===== src/rtl/router_input_buffer.sv =====
// router_input_buffer: two independent FWFT lane FIFOs with back-pressure and sticky error flags
module router_input_lane #(
    parameter int DATA_W = 32,
    parameter int DEPTH  = 4,
    parameter int CNT_W  = 3
) (
    input  logic              clk,
    input  logic              rst,
    input  logic              wr_i,
    input  logic [DATA_W-1:0] data_i,
    input  logic              rd_i,
    output logic              full_o,
    output logic              valid_o,
    output logic [DATA_W-1:0] packet_o,
    output logic [CNT_W-1:0]  count_o,
    output logic              ovf_o,
    output logic              udf_o
);
    localparam int PTR_W = $clog2(DEPTH);
    logic [DATA_W-1:0] mem_q [DEPTH];
    logic [PTR_W-1:0]  wr_ptr_q, wr_ptr_d, rd_ptr_q, rd_ptr_d;
    logic [CNT_W-1:0]  count_q, count_d;
    logic              full_q, full_d, valid_q, valid_d, wr_ok, rd_ok;
    // full and valid are registered copies of the next count so upstream sees no read-to-full path
    always_comb begin
        wr_ok    = wr_i && !full_q;
        rd_ok    = rd_i && valid_q;
        wr_ptr_d = wr_ok ? wr_ptr_q + PTR_W'(1) : wr_ptr_q;
        rd_ptr_d = rd_ok ? rd_ptr_q + PTR_W'(1) : rd_ptr_q;
        count_d  = count_q + CNT_W'(wr_ok) - CNT_W'(rd_ok);
        full_d   = count_d == CNT_W'(DEPTH);
        valid_d  = count_d != '0;
    end
    // pointer, occupancy and flag state; reset empties the lane immediately
    always_ff @(posedge clk or posedge rst) begin
        if (rst) begin
            wr_ptr_q <= '0;
            rd_ptr_q <= '0;
            count_q  <= '0;
            full_q   <= 1'b0;
            valid_q  <= 1'b0;
        end else begin
            wr_ptr_q <= wr_ptr_d;
            rd_ptr_q <= rd_ptr_d;
            count_q  <= count_d;
            full_q   <= full_d;
            valid_q  <= valid_d;
        end
    end
    // storage needs no reset; the empty flag masks stale contents
    always_ff @(posedge clk) begin
        if (wr_ok) mem_q[wr_ptr_q] <= data_i;
    end
    assign full_o   = full_q;
    assign valid_o  = valid_q;
    assign count_o  = count_q;
    assign packet_o = valid_q ? mem_q[rd_ptr_q] : '0;
    assign ovf_o    = wr_i && full_q;
    assign udf_o    = rd_i && !valid_q;
endmodule

module router_input_buffer #(
    parameter int DATA_W = 32,
    parameter int DEPTH  = 4,
    parameter int CNT_W  = 3
) (
    input  logic              clk,
    input  logic              rst,
    input  logic              in_valid_0,
    input  logic [DATA_W-1:0] in_data_0,
    input  logic              in_valid_1,
    input  logic [DATA_W-1:0] in_data_1,
    output logic              full_0,
    output logic              full_1,
    output logic [DATA_W-1:0] packet_0,
    output logic [DATA_W-1:0] packet_1,
    output logic              pkt_valid_0,
    output logic              pkt_valid_1,
    input  logic              pkt_rd_0,
    input  logic              pkt_rd_1,
    output logic [CNT_W-1:0]  count_0,
    output logic [CNT_W-1:0]  count_1,
    output logic              ovf_err,
    output logic              udf_err
);
    logic ovf_0, ovf_1, udf_0, udf_1, ovf_err_q, udf_err_q;
    router_input_lane #(.DATA_W(DATA_W), .DEPTH(DEPTH), .CNT_W(CNT_W)) u_lane_0 (
        .clk(clk), .rst(rst), .wr_i(in_valid_0), .data_i(in_data_0), .rd_i(pkt_rd_0),
        .full_o(full_0), .valid_o(pkt_valid_0), .packet_o(packet_0), .count_o(count_0),
        .ovf_o(ovf_0), .udf_o(udf_0)
    );
    router_input_lane #(.DATA_W(DATA_W), .DEPTH(DEPTH), .CNT_W(CNT_W)) u_lane_1 (
        .clk(clk), .rst(rst), .wr_i(in_valid_1), .data_i(in_data_1), .rd_i(pkt_rd_1),
        .full_o(full_1), .valid_o(pkt_valid_1), .packet_o(packet_1), .count_o(count_1),
        .ovf_o(ovf_1), .udf_o(udf_1)
    );
    // sticky error flags, cleared only by reset
    always_ff @(posedge clk or posedge rst) begin
        if (rst) begin
            ovf_err_q <= 1'b0;
            udf_err_q <= 1'b0;
        end else begin
            ovf_err_q <= ovf_err_q || ovf_0 || ovf_1;
            udf_err_q <= udf_err_q || udf_0 || udf_1;
        end
    end
    assign ovf_err = ovf_err_q;
    assign udf_err = udf_err_q;
endmodule

===== config.mk =====
export PLATFORM = sky130hd
export DESIGN_NAME = router_input_buffer
export DESIGN_NICKNAME = d
export VERILOG_FILES = /design/src/rtl/router_input_buffer.sv
export SDC_FILE = /design/constraint.sdc
export NUM_CORES = 1
export LEC_CHECK = 0
export BUFFER_PORTS_ARGS = -buffer_cell sky130_fd_sc_hd__buf_2
export CORE_MARGIN = 3
export CORE_UTILIZATION = 57
export CTS_CLUSTER_DIAMETER = 30
export DETAILED_ROUTE_END_ITERATION = 16
export PLACE_DENSITY = 0.82
export SLEW_MARGIN = 20
export SYNTH_ARGS = -nofsm -noshare
export SYNTH_HDL_FRONTEND = slang
export SYNTH_HIERARCHICAL = 1
export SYNTH_SLANG_ARGS = --single-unit

===== constraint.sdc =====
create_clock -name clk -period 2.5 [get_ports clk]
set_input_delay 0 -clock clk [delete_from_list [all_inputs] [get_ports clk]]
set_output_delay 0 -clock clk [all_outputs]
set_load 0.005 [all_outputs]

==> run_results.csv, run 1 <==
group,metric,value,unit
grt,grt_pass1_wl,34500,um
grt,overflow,0,
route,wl_per_cell,21.1,um
timing,worst_pin_slew,0.510,ns
yosys,synth_ff_type,"edfxtp_1",
placed_design,place_congestion,0.762,
route,dr_total_vias,6057,
cts,clk_latency,0.52,ns
placed_design,io_buffers,145,
route,postRouteAntennaNets,0,
cts,cts_buffer_depth,3,
floorplanning,start_util,58.7,%
floorplanning,die-area,20400,um^2
final_layout,area_growth,28.3,%
cts,root_buffer,"clkbuf_16",
yosys,postSynthCellCount,565,
yosys,netlist_area,10700,um^2
placed_design,hpwlAfterDp,12000,um
timing,worst_hold_slack,0.0286,ns
yosys,ys_async_sr_fraction,7.25,%
grt,grt.total_usage,22.0,%
grt,grt_pass1_vias,6499,
worst_setup_path,path_class,"reg -> reg",
grt,antenna_found_initial,0,
worst_setup_path,end_kind,"register",
timing,final_hold_viol_count,0,
timing,fin_crit,2.40,ns
floorplanning,die_height,143,um
yosys,avgSynthCellArea,18.9,um^2
floorplanning,core_area,18200,um^2
final_layout,fill_cells,981,
hold_path,hold_path.class,"in -> async",
final_layout,final_cells,1075,
floorplanning,rows,49,
timing,rsz0062_at_grt,"false",
yosys,synth_nets,649,
worst_setup_path,required,2.91,ns
timing,fin_setup_tns,0,ns
final_layout,antenna_cells,0,
timing,slew_violations,0,
pwr,peakVddDrop,0.986,mV
route,vias_per_cell,5.63,
timing,fmax,417,MHz
timing,finalCritPeriodShare,96.0,%
floorplanning,ios,146,
timing,finalSetupViolCount,0,
yosys,synth-seq-area-share,76.6,%
yosys,synth_edf_count,256,
status,run_status,"completed",
cts,post-cts-setup-buffer-count,0,
final_layout,nets,898,
placed_design,post-place-ws,0.151,ns
job,drv_cap,0,
worst_setup_path,start_kind,"register",
timing,worst_clock_skew,0.0271,ns
floorplanning,die_x,143,um
yosys,synth_cell_types,26,
cts,cts_num_sinks,276,
worst_setup_path,arrival,2.81,ns
final_layout,drive_gt1_share,28.0,%
pwr,power_leakage,5.38,nW
yosys,yosys_register_bits,276,
cts,htreeDepth,2,
cts,cts_tree,"yes",
cts,clkSlewWorstSetupHoldPaths,0.05,ns
grt,grt_max_degree,41,
route,drc,0,
yosys,ys_warn_count,6,
route,drt_wl_total,22600,um
cts,cts_inserted_buffers,43,
timing,worst_slack,0.0993,ns
route,drtIter0Drc,335,
timing,slew_headroom,66.0,%
worst_setup_path,crit_fanout,7,
route,dr.pass1.iters,4,
pwr,power_density,1250,nW/um^2
placed_design,dp.cells,927,
## registers in the layout, indices dropped and copies added, names as in the netlist
| name | cells |
|---|---|
| ovf_err | 1 |
| u_lane_0/count_o | 3 |
| u_lane_0/full_o | 1 |
| u_lane_0/mem_q | 128 |
| u_lane_0/rd_ptr_q | 2 |
| u_lane_0/valid_o | 1 |
| u_lane_0/wr_ptr_q | 2 |
| u_lane_1/count_o | 3 |
| u_lane_1/full_o | 1 |
| u_lane_1/mem_q | 128 |
| u_lane_1/rd_ptr_q | 2 |
| u_lane_1/valid_o | 1 |
| u_lane_1/wr_ptr_q | 2 |
| udf_err | 1 |
## layout make-up
cell class / count / area [um^2] / area share [%]
flip-flops and latches: 276 / 8200 / 59.8
multi-input cells: 246 / 2170 / 15.8
repair buffers: 230 / 1570 / 11.4
clock buffers: 46 / 1110 / 8.08
clock inverters: 31 / 327 / 2.38
well taps: 229 / 287 / 2.09
inverters: 17 / 63.8 / 0.465
## through the flow
step	instance area (um^2)	power (W)	utilization (%)
6_report	13700	0.0171	75.3
2_1_floorplan	10700	0.00966	-
5_1_grt	13700	0.0178	75.3
3_3_place_gp	11600	0.0110	63.5
4_1_cts	13700	0.0171	75.3
3_5_place_dp	11600	0.0112	63.5
## cells by family after synthesis
family / share of synthesized area, %
buffers and inverters: 3.17
DFF: 76.6
adders and majority gates: 1.78
xor gates and xnor gates: 0.936
muxes: 12.2
AOI/OAI and AO/OA: 3.74
and+or+nand+nor: 1.59
## critical path: stages (launching register included)
cell	delay [ns]
dfrtp_1	0.38
and2b_4	0.30
inv_1	0.06
ha_1	0.29
inv_1	0.05
ha_1	0.19
fa_1	0.43
xor3_2	0.42
nor3_1	0.17
## power breakdown
part / total [W] / internal, W / switching, W
Clock: 0.00579 / 0.00368 / 0.00211
Combinational: 0.00474 / 0.00207 / 0.00266
Sequential: 0.00660 / 0.00608 / 0.000516
## timing repair
| item | 4_1_cts | 5_1_grt |
|---|---|---|
| endpoints found under the hold margin | 284 | 0 |
| hold buffers | 71 | 0 |
| setup endpoints to repair | 0 | 1 |
| gates resized for setup | 0 | 3 |
## cells in the mapped netlist (all sizes together), types with 4 or more instances
master    n  area share [%]
inv      17            0.60
edfxtp  256              72
buf      22             2.4
dfrtp    20             4.7
xnor2     4            0.33
mux2i   128              12
and2     12            0.70
ha       12             1.4
o22ai    64             3.7
nand2     4            0.14
clkbuf    4            0.14
## path summary, 6_finish.rpt
kind                                      start               endpoint  slack, ns  cells past startpoint
worst max-delay path            u_lane_1/full_o        u_lane_1/full_o        0.1                      8
worst min-delay path                        rst   u_lane_0/wr_ptr_q[0]       0.03                      3
worst max register to register  u_lane_1/full_o        u_lane_1/full_o        0.1                      8
worst min register to register          udf_err                udf_err       0.50                      1
max in group asynchronous                   rst                ovf_err       1.90                      4
min in group clk                  in_data_1[10]  u_lane_1/mem_q[1][10]       0.23                      2
## layer usage
layer / track usage [%] / vias to the layer above / wire, um
met5: 0 / - / 0
met4: 9.00 / 0 / 778
met3: 5.53 / 62 / 1760
met2: 38.3 / 270 / 11600
met1: 26.3 / 2986 / 8450
li1: - / 2739 / -
## placed cells by master (no fill, tap or decap), types with 3 or more instances in the layout
master         synthesis  routed
clkinv_4               0       3
bufinv_16              0       4
mux2i_1              128     128
clkinv_1               0       3
o22ai_1               64      64
clkbuf_16              0      44
clkinv_2               0       6
dlygate4sd3_1          0      71
xnor2_1                4       4
buf_4                  0      12
ha_1                  12      12
inv_1                 17      17
clkinvlp_4             0       4
buf_2                  8     145
and2_1                12      12
inv_6                  0       8
nand2_1                4       4
dfrtp_1               20      18
edfxtp_1             256     256
No activity file was read; power rests on OpenSTA's default activity.
==> inputs of run 2 (changes only) <==
CORE_UTILIZATION = 35   (was 57)
PLACE_DENSITY = 0.56   (was 0.82)
==> run 2 against run 1 <==
Sequential cell count stayed put. Count of clock-buffer cells in the layout increased by 16. Total power grew 5.8%. Register-to-register slack better by 0.25 ns. Largest cell class unchanged.
==> run_results.csv, run 2 (same netlist as run 1, synthesis figures left out) <==
group,metric,value,unit
timing,fmax,452,MHz
route,postRouteAntennaNets,0,
route,dr_total_vias,5862,
worst_setup_path,path_class,"reg -> out",
final_layout,fill_cells,2509,
worst_setup_path,arrival,2.21,ns
job,drv_cap,0,
worst_setup_path,path_buf_inv,2,
cts,htreeDepth,2,
pwr,intPower,0.0127,W
placed_design,dp.cells,1092,
grt,grt_pass1_vias,6360,
timing,slew_violations,0,
cts,cts_buffer_depth,3,
worst_setup_path,critPathSlowestCell,"dfrtp_4",
floorplanning,rows,63,
status,run_status,"completed",
worst_setup_path,crit_fanout,36,
worst_setup_path,end_kind,"output pin",
cts,cts_inserted_buffers,55,
grt,overflow,0,
route,drc,0,
cts,post_cts_resized,0,
route,drtIter0Drc,250,
route,wl_per_cell,17.0,um
placed_design,hpwlAfterDp,12600,um
timing,fin_setup_tns,0,ns
route,dr.pass1.iters,4,
worst_setup_path,cp_top_family,"flip-flops",
final_layout,antenna_cells,0,
grt,grt_max_degree,37,
timing,worst_clock_skew,0.00988,ns
timing,rsz0062_at_grt,"false",
grt,grt.total_usage,13.1,%
grt,antenna_found_initial,0,
pwr,power_density,1260,nW/um^2
floorplanning,die_height,181,um
timing,worst_hold_slack,0.200,ns
cts,clk_latency,0.55,ns
worst_setup_path,cp_cell_sequence,"buf_4 > mux2i_1 > o22ai_1 > buf_2",
pwr,power.share.clock,38.0,%
floorplanning,die_x,181,um
final_layout,top_regs,"u_lane_0/mem_q x128, u_lane_1/mem_q x128",
placed_design,post-place-ws,0.346,ns
floorplanning,ios,146,
floorplanning,start_util,35.8,%
timing,finalSetupViolCount,0,
timing,finalCritPeriodShare,88.5,%
timing,worst_slack,0.286,ns
pwr,peakVddDrop,0.714,mV
pwr,p_sw,0.00540,W
route,drt_wl_total,21400,um
pwr,power_leakage,5.58,nW
cts,ctsHoldBuffers,72,
floorplanning,die-area,32700,um^2
worst_setup_path,required,2.50,ns
cts,cts_tree,"yes",
final_layout,nets,915,
placed_design,place_congestion,0.747,
final_layout,register_area,8200,um^2
floorplanning,core_area,29900,um^2
timing,fin_crit,2.21,ns
pwr,p_comb_share,25.4,%
worst_setup_path,worst_path_largest_cell_delay,0.84,ns
grt,grt_pass1_wl,34100,um
placed_design,io_buffers,145,
final_layout,final_common_cell,"edfxtp_1",
final_layout,drive_gt1_share,29.7,%
timing,worst_pin_slew,0.658,ns
cts,clkSlewWorstSetupHoldPaths,0.05,ns
worst_setup_path,start_kind,"register",
cts,post-cts-setup-buffer-count,0,
timing,final_hold_viol_count,0,
final_layout,final_cells,1264,
final_layout,layout_common_cells,"edfxtp_1 (256), buf_2 (145), mux2i_1 (128), dlygate4sd3_1 (72), o22ai_1 (64)",
final_layout,multi_input_area,2170,um^2
timing,slew_headroom,56.1,%
hold_path,hold_path.class,"in -> reg",
cts,root_buffer,"clkbuf_16",
pwr,switching_share,29.8,%
final_layout,area_growth,34.1,%
pwr,seq_power_share,36.6,%
cts,cts_num_sinks,276,
route,vias_per_cell,4.64,
-- run 2: cell count changes in the layout (fill, tap and decap cells not counted), sizes merged --
cell,change
buf,+4
clkinv,+2
clkinvlp,+3
dlygate4sd3,+1
clkbuf,+16
inv,+2
-- run 2: worst paths after layout --
path | slack [ns] | startpoint | endpoint | cells past startpoint
worst max-delay path | 0.29 | u_lane_0/rd_ptr_q[1] | packet_0[8] | 4
worst min-delay path | 0.20 | in_data_1[4] | u_lane_1/mem_q[3][4] | 2
worst max register to register | 0.35 | u_lane_1/full_o | u_lane_1/full_o | 8
worst min register to register | 0.49 | udf_err | udf_err | 1
max in group asynchronous | 1.07 | rst | u_lane_0/rd_ptr_q[1] | 5
min in group asynchronous | 0.54 | rst | u_lane_1/count_o[0] | 4
-- run 2: routing by layer --
| metal | GRT usage (%) | wire length [um] | vias up |
|---|---|---|---|
| met5 | 0 | 0 | - |
| met2 | 22.8 | 10900 | 159 |
| met3 | 4.05 | 1360 | 35 |
| met1 | 15.5 | 8720 | 2897 |
| met4 | 4.45 | 415 | 0 |
| li1 | - | - | 2771 |
-- run 2: layout make-up --
| cell class | count | share of cell area (%) |
|---|---|---|
| sequential | 276 | 57.2 |
| multi-input combinational | 246 | 15.1 |
| timing repair buffer | 235 | 11.2 |
| clock buffer | 62 | 9.93 |
| tap | 390 | 3.40 |
| clock inverter | 38 | 2.72 |
| inverter | 17 | 0.445 |
-- run 2: worst reg2reg max path: stages (launching register included) --
cell and delay (ns):
dfrtp_1 0.38, and2b_1 0.21, inv_1 0.04, ha_1 0.26, inv_1 0.04, ha_1 0.19, fa_1 0.41, xor3_1 0.40
nor3_1 0.14
-- run 2: power groups by stage --
stage / clock, W / combinational (W) / sequential [W]
after floorplan: 0 / 0.00329 / 0.00638
after global placement: 0 / 0.00450 / 0.00665
after detailed placement: 0 / 0.00460 / 0.00672
after CTS: 0.00705 / 0.00472 / 0.00665
after global routing: 0.00732 / 0.00506 / 0.00673
final: 0.00690 / 0.00460 / 0.00663
-- run 2: through the flow --
stage	power, W	area, um^2	utilization [%]
final	0.0181	14300	48.0
after global routing	0.0191	14300	48.0
after CTS	0.0184	14300	48.0
after global placement	0.0112	11800	39.5
after floorplan	0.00966	10700	-
after detailed placement	0.0113	11800	39.5
==> inputs of run 3 (changes only) <==
CTS_BUF_LIST = sky130_fd_sc_hd__clkbuf_8   (was default)
==> run 3 against run 2 <==
Combinational power hardly changed. Total power decreased by 12%. Wire length increased by 0.71%. Clock power decreased by 32%. Design area fell by 4.6%. Count of clock-buffer cells in the layout down 6. Via count is 0.70% higher. Global-route usage about the same. Highest routed layer unchanged. First-iteration DRC count grew 10%.
==> run_results.csv, run 3 (same netlist as run 1, synthesis figures left out) <==
group,metric,value,unit
final_layout,nets,915,
final_layout,top_regs,"u_lane_0/mem_q x128, u_lane_1/mem_q x128",
route,wl_per_cell,17.1,um
placed_design,place_congestion,0.747,
pwr,power_leakage,5.33,nW
grt,busiest_layer,"met2",
timing,finalCritPeriodShare,89.8,%
worst_setup_path,worstRegToRegCells,8,
final_layout,final_common_cell,"edfxtp_1",
cts,clkSlewWorstSetupHoldPaths,0.06,ns
timing,worst_clock_skew,0.0296,ns
route,dr_total_vias,5903,
final_layout,area_growth,27.9,%
worst_setup_path,path_class,"reg -> out",
grt,grt.total_usage,13.1,%
timing,worst_pin_slew,0.658,ns
worst_setup_path,reg2reg_to,"u_lane_1/full_o",
placed_design,hpwlAfterDp,12600,um
timing,final_hold_viol_count,0,
pwr,power_density,1160,nW/um^2
route,drtIter0Drc,275,
timing,worst_slack,0.255,ns
grt,grt_pass1_wl,34000,um
worst_setup_path,arrival,2.24,ns
pwr,peakVddDrop,0.589,mV
grt,grt_max_degree,37,
hold_path,min_to,"u_lane_1/mem_q[3][4]",
timing,fin_setup_tns,0,ns
hold_path,hold_start,"in_data_1[4]",
placed_design,postPlaceCellArea,11800,um^2
timing,slew_headroom,56.1,%
cts,cts_num_sinks,276,
route,vias_per_cell,4.67,
cts,clk_latency,0.59,ns
grt,overflow,0,
cts,post_cts_resized,0,
timing,slew_violations,0,
cts,post-cts-setup-buffer-count,0,
floorplanning,die_height,181,um
route,drc,0,
final_layout,layout_common_cells,"edfxtp_1 (256), buf_2 (145), mux2i_1 (128), dlygate4sd3_1 (71), o22ai_1 (64)",
timing,finalSetupViolCount,0,
cts,cts_inserted_buffers,56,
floorplanning,start_util,35.8,%
hold_path,hold_path.class,"in -> reg",
floorplanning,core_area,29900,um^2
floorplanning,die_x,181,um
floorplanning,rows,63,
final_layout,antenna_cells,0,
timing,rsz0062_at_grt,"false",
worst_setup_path,crit_fanout,36,
placed_design,post-place-ws,0.346,ns
route,dr.pass1.iters,4,
cts,cts_buffer_depth,3,
cts,cts_tree,"yes",
grt,met2_usage,22.9,%
route,postRouteAntennaNets,0,
floorplanning,die-area,32700,um^2
worst_setup_path,rrSetupSlack,0.34,ns
route,drt_wl_total,21600,um
grt,grt_pass1_vias,6325,
timing,fmax,445,MHz
worst_setup_path,start_kind,"register",
worst_setup_path,end_kind,"output pin",
grt,grtUsageMet1,15.3,%
worst_setup_path,required,2.50,ns
worst_setup_path,r2r-start,"u_lane_1/full_o",
grt,antenna_found_initial,0,
grt,use_met3,3.91,%
hold_path,hold_depth,2,
final_layout,stdcell_area,13700,um^2
floorplanning,ios,146,
cts,root_buffer,"clkbuf_8",
placed_design,io_buffers,145,
status,run_status,"completed",
final_layout,drive_gt1_share,29.4,%
job,drv_cap,0,
timing,fin_crit,2.24,ns
cts,htreeDepth,2,
## run 3: how the worst max path moves through the flow
stage                               from         endpoint  slack (ns)  cells past startpoint
floorplan                u_lane_1/full_o  u_lane_1/full_o        0.32                      8
global placement         u_lane_1/full_o  u_lane_1/full_o        0.35                      8
detailed placement       u_lane_1/full_o  u_lane_1/full_o        0.35                      8
CTS                 u_lane_0/rd_ptr_q[1]      packet_0[8]        0.20                      4
global route        u_lane_0/rd_ptr_q[1]      packet_0[5]        0.11                      4
finish              u_lane_0/rd_ptr_q[1]      packet_0[8]        0.26                      4
## run 3: layer usage
layer  vias up  share of wire (%)
met1      2901                 40
li1       2767                  -
met4         0                2.6
met2       185                 51
met5         -                  0
met3        50                6.9
## run 3: timing repair
item / CTS / global route
endpoints found under the hold margin: 286 / 0
hold buffers: 71 / 0
endpoints found under the setup margin: 0 / 0
## run 3: area by class of cell
cell class / count / area [um^2]
Clock buffer: 56 / 771
Timing Repair Buffer: 234 / 1600
Inverter: 17 / 63.8
Tap cell: 390 / 488
Multi-Input combinational cell: 246 / 2170
Clock inverter: 44 / 395
Sequential cell: 276 / 8200
Fill cell: 2586 / 16200
## run 3: critical path: stages, from the launching register on
cell and delay (ns):
dfrtp_4 0.85, buf_4 0.33, mux2i_1 0.20, o22ai_1 0.11
buf_2 0.16
## run 3: stage by stage
step                      power, W  utilization (%)  instances  hold slack (ns)
after floorplan            0.00966                -        565           -0.259
after global placement      0.0112             39.5       1092           -0.114
after detailed placement    0.0113             39.5       1092           -0.107
after CTS                   0.0161             45.8       1263            0.112
after global routing        0.0168             45.8       1263            0.124
final                       0.0159             45.8       1263            0.155
## run 3: report_power, final
group          internal [W]  total (W)  switching (W)
combinational       0.00209    0.00459        0.00250
sequential          0.00608    0.00662       0.000546
clock               0.00268    0.00466        0.00197
total                0.0109     0.0159        0.00502
